===== config.mk =====
export PLATFORM = sky130hd
export DESIGN_NAME = alu_op_sequencer
export DESIGN_NICKNAME = d
export VERILOG_FILES = /design/src/rtl/alu_op_sequencer.sv
export SDC_FILE = /design/constraint.sdc
export NUM_CORES = 1
export LEC_CHECK = 0
export ABC_CLOCK_PERIOD_IN_PS = 2140
export BUFFER_PORTS_ARGS = -buffer_cell sky130_fd_sc_hd__buf_2
export CAP_MARGIN = 0
export CORE_MARGIN = 3
export CORE_UTILIZATION = 52
export CTS_BUF_LIST = sky130_fd_sc_hd__clkbuf_2
export DETAILED_ROUTE_END_ITERATION = 16
export PLACE_DENSITY = 0.73
export SYNTH_ARGS = -nofsm -noshare
export SYNTH_HDL_FRONTEND = slang
export SYNTH_SLANG_ARGS = --single-unit

===== constraint.sdc =====
create_clock -name clk -period 2.14 [get_ports clk]
set_input_delay 0.107 -clock clk [delete_from_list [all_inputs] [get_ports clk]]
set_output_delay 0.107 -clock clk [all_outputs]
set_load 0.01 [all_outputs]

===== src/rtl/alu_op_sequencer.sv =====
`default_nettype none
// +----------------------------------------------------------------------------+
// | Module      : alu_op_sequencer                                             |
// | Description : Queues ALU requests, issues them one at a time to the        |
// |               combinational ALU, samples the result after a settle window  |
// |               and returns it on a valid/ready response port.               |
// | Revision    : 1.0 - initial release                                        |
// +----------------------------------------------------------------------------+
module alu_op_sequencer #(
  parameter int WIDTH  = 5,
  parameter int DEPTH  = 4,
  parameter int SETTLE = 1
) (
  input  logic             clk,
  input  logic             reset,
  input  logic             req_valid,
  output logic             req_ready,
  input  logic [WIDTH-1:0] req_a,
  input  logic [WIDTH-1:0] req_b,
  input  logic [2:0]       req_ctrl,
  input  logic [1:0]       req_bshift,
  input  logic             req_select,
  output logic [WIDTH-1:0] alu_a,
  output logic [WIDTH-1:0] alu_b,
  output logic [2:0]       alu_ctrl,
  output logic [1:0]       alu_bshift,
  output logic             alu_select,
  input  logic [WIDTH-1:0] alu_result,
  input  logic [3:0]       alu_flags,
  output logic             rsp_valid,
  input  logic             rsp_ready,
  output logic [WIDTH-1:0] rsp_result,
  output logic [3:0]       rsp_flags,
  output logic [7:0]       op_count,
  output logic             busy
);

  localparam int c_aw = (DEPTH > 1) ? $clog2(DEPTH) : 1;
  localparam int c_pw = 2 * WIDTH + 6;
  localparam int c_cw = (SETTLE > 1) ? $clog2(SETTLE) : 1;
  localparam logic [c_aw:0]   c_depth       = DEPTH[c_aw:0];
  localparam logic [c_cw-1:0] c_settle_init = c_cw'(SETTLE - 1);

  typedef enum logic [1:0] {
    IDLE  = 2'd0,
    DRIVE = 2'd1,
    RESP  = 2'd2
  } state_t;

  state_t           r_state;
  state_t           w_state_nxt;
  logic [c_pw-1:0]  r_mem [DEPTH];
  logic [c_aw-1:0]  r_wr_ptr;
  logic [c_aw-1:0]  r_rd_ptr;
  logic [c_aw:0]    r_count;
  logic [c_cw-1:0]  r_settle;
  logic [WIDTH-1:0] r_alu_a;
  logic [WIDTH-1:0] r_alu_b;
  logic [2:0]       r_alu_ctrl;
  logic [1:0]       r_alu_bshift;
  logic             r_alu_select;
  logic             r_rsp_valid;
  logic [WIDTH-1:0] r_rsp_result;
  logic [3:0]       r_rsp_flags;
  logic [7:0]       r_op_count;

  logic             w_push;
  logic             w_pop;
  logic             w_capture;
  logic             w_accept;
  logic             w_not_empty;
  logic [c_pw-1:0]  w_head;

  // Ready depends only on the registered count, so a same-cycle pop never frees a slot.
  assign req_ready   = reset && (r_count < c_depth);
  assign w_push      = req_valid && req_ready;
  assign w_not_empty = (r_count != '0);
  assign w_head      = r_mem[r_rd_ptr];

  always_comb begin
    w_state_nxt = r_state;
    w_pop       = 1'b0;
    w_capture   = 1'b0;
    w_accept    = 1'b0;
    case (r_state)
      IDLE: begin
        if (w_not_empty) begin
          w_pop       = 1'b1;
          w_state_nxt = DRIVE;
        end
      end
      DRIVE: begin
        if (r_settle == '0) begin
          w_capture   = 1'b1;
          w_state_nxt = RESP;
        end
      end
      RESP: begin
        if (r_rsp_valid && rsp_ready) begin
          w_accept = 1'b1;
          if (w_not_empty) begin
            w_pop       = 1'b1;
            w_state_nxt = DRIVE;
          end else begin
            w_state_nxt = IDLE;
          end
        end
      end
      default: w_state_nxt = IDLE;
    endcase
  end

  always_ff @(posedge clk or negedge reset) begin
    if (!reset) r_state <= IDLE;
    else        r_state <= w_state_nxt;
  end

  // Storage needs no reset: occupancy is tracked by the pointers and count.
  always_ff @(posedge clk) begin
    if (w_push) r_mem[r_wr_ptr] <= {req_a, req_b, req_ctrl, req_bshift, req_select};
  end

  always_ff @(posedge clk or negedge reset) begin
    if (!reset) begin
      r_wr_ptr     <= '0;
      r_rd_ptr     <= '0;
      r_count      <= '0;
      r_settle     <= '0;
      r_alu_a      <= '0;
      r_alu_b      <= '0;
      r_alu_ctrl   <= '0;
      r_alu_bshift <= '0;
      r_alu_select <= 1'b0;
      r_rsp_valid  <= 1'b0;
      r_rsp_result <= '0;
      r_rsp_flags  <= '0;
      r_op_count   <= '0;
    end else begin
      if (w_push) r_wr_ptr <= r_wr_ptr + 1'b1;
      case ({w_push, w_pop})
        2'b10:   r_count <= r_count + 1'b1;
        2'b01:   r_count <= r_count - 1'b1;
        default: r_count <= r_count;
      endcase
      if (w_pop) begin
        r_rd_ptr <= r_rd_ptr + 1'b1;
        {r_alu_a, r_alu_b, r_alu_ctrl, r_alu_bshift, r_alu_select} <= w_head;
        r_settle <= c_settle_init;
      end else if (r_state == DRIVE && r_settle != '0) begin
        r_settle <= r_settle - 1'b1;
      end
      if (w_capture) begin
        r_rsp_valid  <= 1'b1;
        r_rsp_result <= alu_result;
        r_rsp_flags  <= alu_flags;
      end else if (w_accept) begin
        r_rsp_valid <= 1'b0;
        r_op_count  <= r_op_count + 8'd1;
      end
    end
  end

  assign alu_a      = r_alu_a;
  assign alu_b      = r_alu_b;
  assign alu_ctrl   = r_alu_ctrl;
  assign alu_bshift = r_alu_bshift;
  assign alu_select = r_alu_select;
  assign rsp_valid  = r_rsp_valid;
  assign rsp_result = r_rsp_result;
  assign rsp_flags  = r_rsp_flags;
  assign op_count   = r_op_count;
  assign busy       = (r_state != IDLE) || w_not_empty;

endmodule
`default_nettype wire


# After elaboration in Yosys (flattened, before gate mapping)
# Memories as Yosys holds them, arrays and structs flattened. A register that Yosys moved wholly into a read port is not among the register bits.
# Index checks and enable logic that the tools add are counted.
[totals]
register_bits = 28
ram_bits = 64
out_inout_bits = 36
wordCells = 58
memories = 1
[memory_table]
columns = ["name", "words", "word_bits", "rd", "rd_clocked_by_memory_dff", "write_ports", "line", "source"]
rows = [
  ["r_mem", 4, 16, 1, 1, 1, "52", "logic [c_pw-1:0] r_mem [DEPTH];"],
]
[op_classes]
add_sub_neg = 6
n_lt_le_gt_ge = 1
eq_ne = 7
mux = 19
bitwise_logic = 1
n_reduce_logical = 14
[ops]
columns = ["operator", "n"]
rows = [
  ["1-bit 2-to-1 mux", 13],
  ["8-bit by 1-bit adder with 8-bit output, second input constant", 1],
  ["2-bit nonzero test", 4],
  ["2-bit 2-to-1 mux", 3],
  ["2-bit != test, second input constant", 3],
  ["2-bit one-hot mux with 3 select lines", 1],
  ["3-bit one-hot mux with 2 select lines", 1],
  ["2-bit by 1-bit adder with 2-bit output, second input constant", 2],
  ["2-bit by 1-bit equality test with 1-bit output, second input constant", 2],
  ["2-bit equality test, second input constant", 2],
  ["1-bit logical AND", 4],
  ["3-bit by 1-bit adder with 3-bit output, second input constant", 1],
  ["3-bit < comparator, second input constant", 1],
  ["3-bit AND reduction", 1],
  ["3-bit nonzero test", 1],
  ["3-bit by 1-bit subtractor with 3-bit output, second input constant", 1],
  ["2-bit logical NOT", 1],
  ["1-bit one-hot mux with 2 select lines", 1],
  ["2-bit AND reduction", 1],
  ["1-bit logical NOT", 1],
  ["1-bit logical OR", 1],
  ["1-bit NOT", 1],
  ["1-bit subtractor, second input constant", 1],
]

# Longest topological paths before layout
[depth]
ltp_word = 6
mapped_depth = 9
ltp_nobuf = 9

# Worst setup path before layout
# Ideal clock, no wire load.
[synth_timing]
path_type = "register -> register"
start = "register r_state[1]"
end = "register r_count[2]"
setup_time_ns = 0.079
t_arrival_ns = 1.996
t_required_ns = 2.061
setup_slack_ns = 0.065
path_stages_with_launch = 10
n_path_buf = 1
period_less_slack_ns = 2.075
path_cell_list = "dfrtp_1 > a21boi_1 > nor3_1 > buf_2 > ha_1 > inv_1 > fa_1 > xor2_1 > nor2_1 > xor2_1"
[synth_between]
elab_chain_cells = 4
elab_cells_between_ends = 7
cone_classes = "eq/ne: 3; mux: 2; reduce/logical: 2"
[synth_rtl]
columns = ["element", "line", "source"]
rows = [
  ["start, declared", "50", "state_t r_state;"],
  ["start signal, assigned", "115", "else r_state <= w_state_nxt;"],
  ["2-bit equality test / 2-bit logical NOT (equally long branches)", "85", "case (r_state)"],
  ["1-bit one-hot mux with 2 select lines *", "85", ""],
  ["named net w_pop", "68", "logic w_pop;"],
  ["2-bit by 1-bit equality test with 1-bit output / 2-bit equality test (equally long branches)", "140", "case ({w_push, w_pop})"],
  ["3-bit one-hot mux with 2 select lines / 2-bit nonzero test (equally long branches)", "-", ""],
  ["end signal, assigned", "141", "2'b10: r_count <= r_count + 1'b1;"],
  ["end signal, assigned", "142", "2'b01: r_count <= r_count - 1'b1;"],
  ["end signal, assigned", "143", "default: r_count <= r_count;"],
  ["end, declared", "55", "logic [c_aw:0] r_count;"],
]
# Mark *: on every way through the listed nets, which the timed path passes. The rest lies on a longest branch.
# A chain may end at the register's enable or synchronous reset.

# Worst setup path in the final report
[layout_timing]
start = "register r_state[1]"
end = "register r_count[2]"
[layout_between]
elab_chain_cells = 4
elab_cells_between_ends = 7
cone_classes = "eq/ne: 3; mux: 2; reduce/logical: 2"
[layout_rtl]
columns = ["element", "line"]
rows = [
  ["2-bit equality test / 2-bit logical NOT (equally long branches)", "85"],
  ["1-bit one-hot mux with 2 select lines *", "85"],
  ["2-bit by 1-bit equality test with 1-bit output / 2-bit equality test (equally long branches)", "140"],
  ["3-bit one-hot mux with 2 select lines / 2-bit nonzero test (equally long branches)", "-"],
]
# Every way passes the cells marked *; elsewhere a longest branch is shown, timed or not.

==> impl_metrics.json <==
{
  "status": "finished clean",
  "grt.total_usage_pct": 16.7,
  "syn_avg_cell_area_sq_um": 19.2,
  "met3_usage_pct": 4.69,
  "yosysTopAreaCell": "edfxtp_1",
  "synth_cell_types": 32,
  "p_leak_uw": 0.00213,
  "path_clk_slew_ns": 0.27,
  "tightest_slew_ns": 0.559,
  "r2r_cells": 8,
  "setup_viol": 0,
  "synth_top_area_share_pct": 45.4,
  "use_met1_pct": 19.5,
  "r2r_start": "r_state[1]",
  "cp.required_ns": 2.62,
  "synth.cell_area_sq_um": 4230,
  "finalWirelength_mm": 7.28,
  "drt_iter0_drc": 85,
  "wl_per_cell_um": 16.6,
  "vias": 2262,
  "area_growth_pct": 21.6,
  "relSlewSlack_pct": 62.7,
  "ant_nets": 0,
  "met2_usage_pct": 29.3,
  "first_pass_iters": 4,
  "clk_latency_ns": 0.55,
  "antenna_found_initial": 0,
  "antenna_cells": 0,
  "rows": 32,
  "endpoint": "r_count[2]",
  "critPathLaunchType": "register",
  "critPathKind": "reg2reg",
  "finClkSkew_ns": 0.0290,
  "mostFrequentLayoutCells": "64 x buf_2, 64 x edfxtp_1, 44 x dfrtp_1",
  "fmax_mhz": 505,
  "numCtsBuffers": 9,
  "portBuffers": 64,
  "cts_num_sinks": 108,
  "place.gp.congestion": 0.765,
  "drc_errors": 0,
  "power_uw": 6230,
  "tns_ns": 0,
  "nNetsFinal": 367,
  "place_hpwl_mm": 4.73,
  "drive_above_1_share_pct": 38.4,
  "fin_crit_sh_pct": 92.6,
  "dieWidth_um": 96.2,
  "grt_overflow": 0,
  "viasPerCell": 5.16,
  "grt_pass1_wl_mm": 11.3,
  "power_density_nw_per_um2": 1210,
  "peakVddDrop_mv": 0.578,
  "grt-busiest-layer": "met2",
  "synth_area_leaders": "edfxtp_1 45%, dfrtp_1 26%, mux4_1 5.0%",
  "cp_max_fo": 5,
  "ys_ff_latch": 108,
  "final-hold-violation-count": 0,
  "grt_max_degree": 45,
  "cap_violations": 0,
  "yosysWarnings": 0,
  "r2r-end": "r_count[2]",
  "ys_seq_area_share_pct": 71.4,
  "endpoint_kind": "register",
  "min_period_ns": 1.98,
  "yosys_most_used_dff": "edfxtp_1",
  "cts_tree": "built",
  "die_h_um": 96.2,
  "synth_edf_count": 64,
  "die_area_sq_um": 9260,
  "syn_nets": 257,
  "root_buffer": "clkbuf_2",
  "initial_core_util_pct": 54.2,
  "r2r_slack_ns": 0.16,
  "core_sq_um": 7810,
  "slew_violations": 0,
  "setup.worst_path.start": "r_state[1]",
  "io-pin-count": 65,
  "worstPathArrival_ns": 2.46,
  "hold_class": "in2async",
  "grt_pass1_vias": 2298,
  "async_flop_share_pct": 40.7,
  "htreeDepth": 3,
  "netlist_instances": 221,
  "ctsLongestPathBuffers": 2,
  "rsz0062_at_grt": "false"
}
-- metal layers --
metal  routed length, um  vias to the layer above
met2                3740                       62
li1                    -                     1062
met5                   0                        -
met3                 416                        9
met4                 121                        0
met1                3000                     1129
-- final cells by class --
cell class	instances	area [sq um]
Fill cell	558	2660
Tap cell	102	128
Multi-Input combinational cell	98	1130
Clock buffer	9	45.0
Clock inverter	7	75.1
Timing Repair Buffer	106	718
Inverter	8	30.0
Sequential cell	108	3020
-- worst max-delay path, stage by stage, from the launching register on --
cell	delay (ns)
dfrtp_1	0.47
a21boi_1	0.17
nor3_2	0.23
ha_1	0.22
inv_1	0.06
fa_1	0.37
xor2_1	0.15
nor2_1	0.12
xor2_1	0.16
-- sequential cells by signal, indices dropped and copies added (netlist names) --
name	flops
r_settle	1
r_wr_ptr	2
alu_bshift	2
r_rd_ptr	2
alu_ctrl	3
alu_select	1
r_count	3
alu_a	5
rsp_result	5
r_mem	64
rsp_valid	1
r_state	2
op_count	8
alu_b	5
rsp_flags	4
-- report_power, final --
| group | leakage, uW | switching [uW] | total (uW) | internal [uW] |
|---|---|---|---|---|
| registers | 0.00111 | 282 | 2980 | 2690 |
| logic | 0.000954 | 1060 | 2350 | 1290 |
| clock network | 0.0000645 | 640 | 912 | 272 |
-- kinds of logic after synthesis --
logic type / after synthesis / share of synthesized area, %
AOI/OAI and AO/OA: 4 / 0.709
xor gates and xnor gates: 13 / 2.69
adders and majority gates: 7 / 2.25
buffers and inverters: 15 / 2.01
DFF: 108 / 71.4
muxes: 43 / 17.1
and+or+nand+nor: 31 / 3.87
-- stage by stage --
step / hold slack, ns / worst slack [ns] / utilization, % / cells / instance area [sq um]
finish: 0.177 / 0.158 / 66.0 / 438 / 5150
floorplan: -0.189 / 0.0648 / - / 221 / 4230
CTS: 0.170 / 0.154 / 66.0 / 438 / 5150
global placement: 0.276 / 0.280 / 60.8 / 394 / 4750
detailed placement: 0.274 / 0.202 / 60.8 / 394 / 4750
global route: 0.192 / 0.0239 / 66.0 / 438 / 5150
-- worst min path at each step --
| stage | startpoint | to | slack [ns] | cells past startpoint |
|---|---|---|---|---|
| after floorplan | reset | alu_a[0] | -0.19 | 0 |
| after global placement | reset | alu_b[4] | 0.28 | 2 |
| after detailed placement | reset | alu_b[4] | 0.27 | 2 |
| after CTS | reset | alu_a[4] | 0.17 | 3 |
| after global routing | reset | alu_a[4] | 0.19 | 3 |
| final | reset | alu_a[4] | 0.18 | 3 |
-- what timing repair did --
| action | 4_1_cts | 5_1_grt |
|---|---|---|
| endpoints found under the hold margin | 121 | 0 |
| resized for setup | 0 | 0 |
| buffers inserted | 0 | 0 |
| hold buffers | 28 | 0 |
-- cells in the mapped netlist, drive strengths merged (2+ instances only) --
| master | n |
|---|---|
| edfxtp | 64 |
| dfrtp | 44 |
| mux2 | 26 |
| mux4 | 16 |
| nand2 | 9 |
| inv | 8 |
| xor2 | 7 |
| buf | 6 |
| ha | 6 |
| xnor2 | 6 |
| and3 | 4 |
| nor2 | 4 |
| nor3 | 4 |
| a21o | 2 |
| nand4 | 2 |
Note: power is estimated with default switching activity, not from simulation.
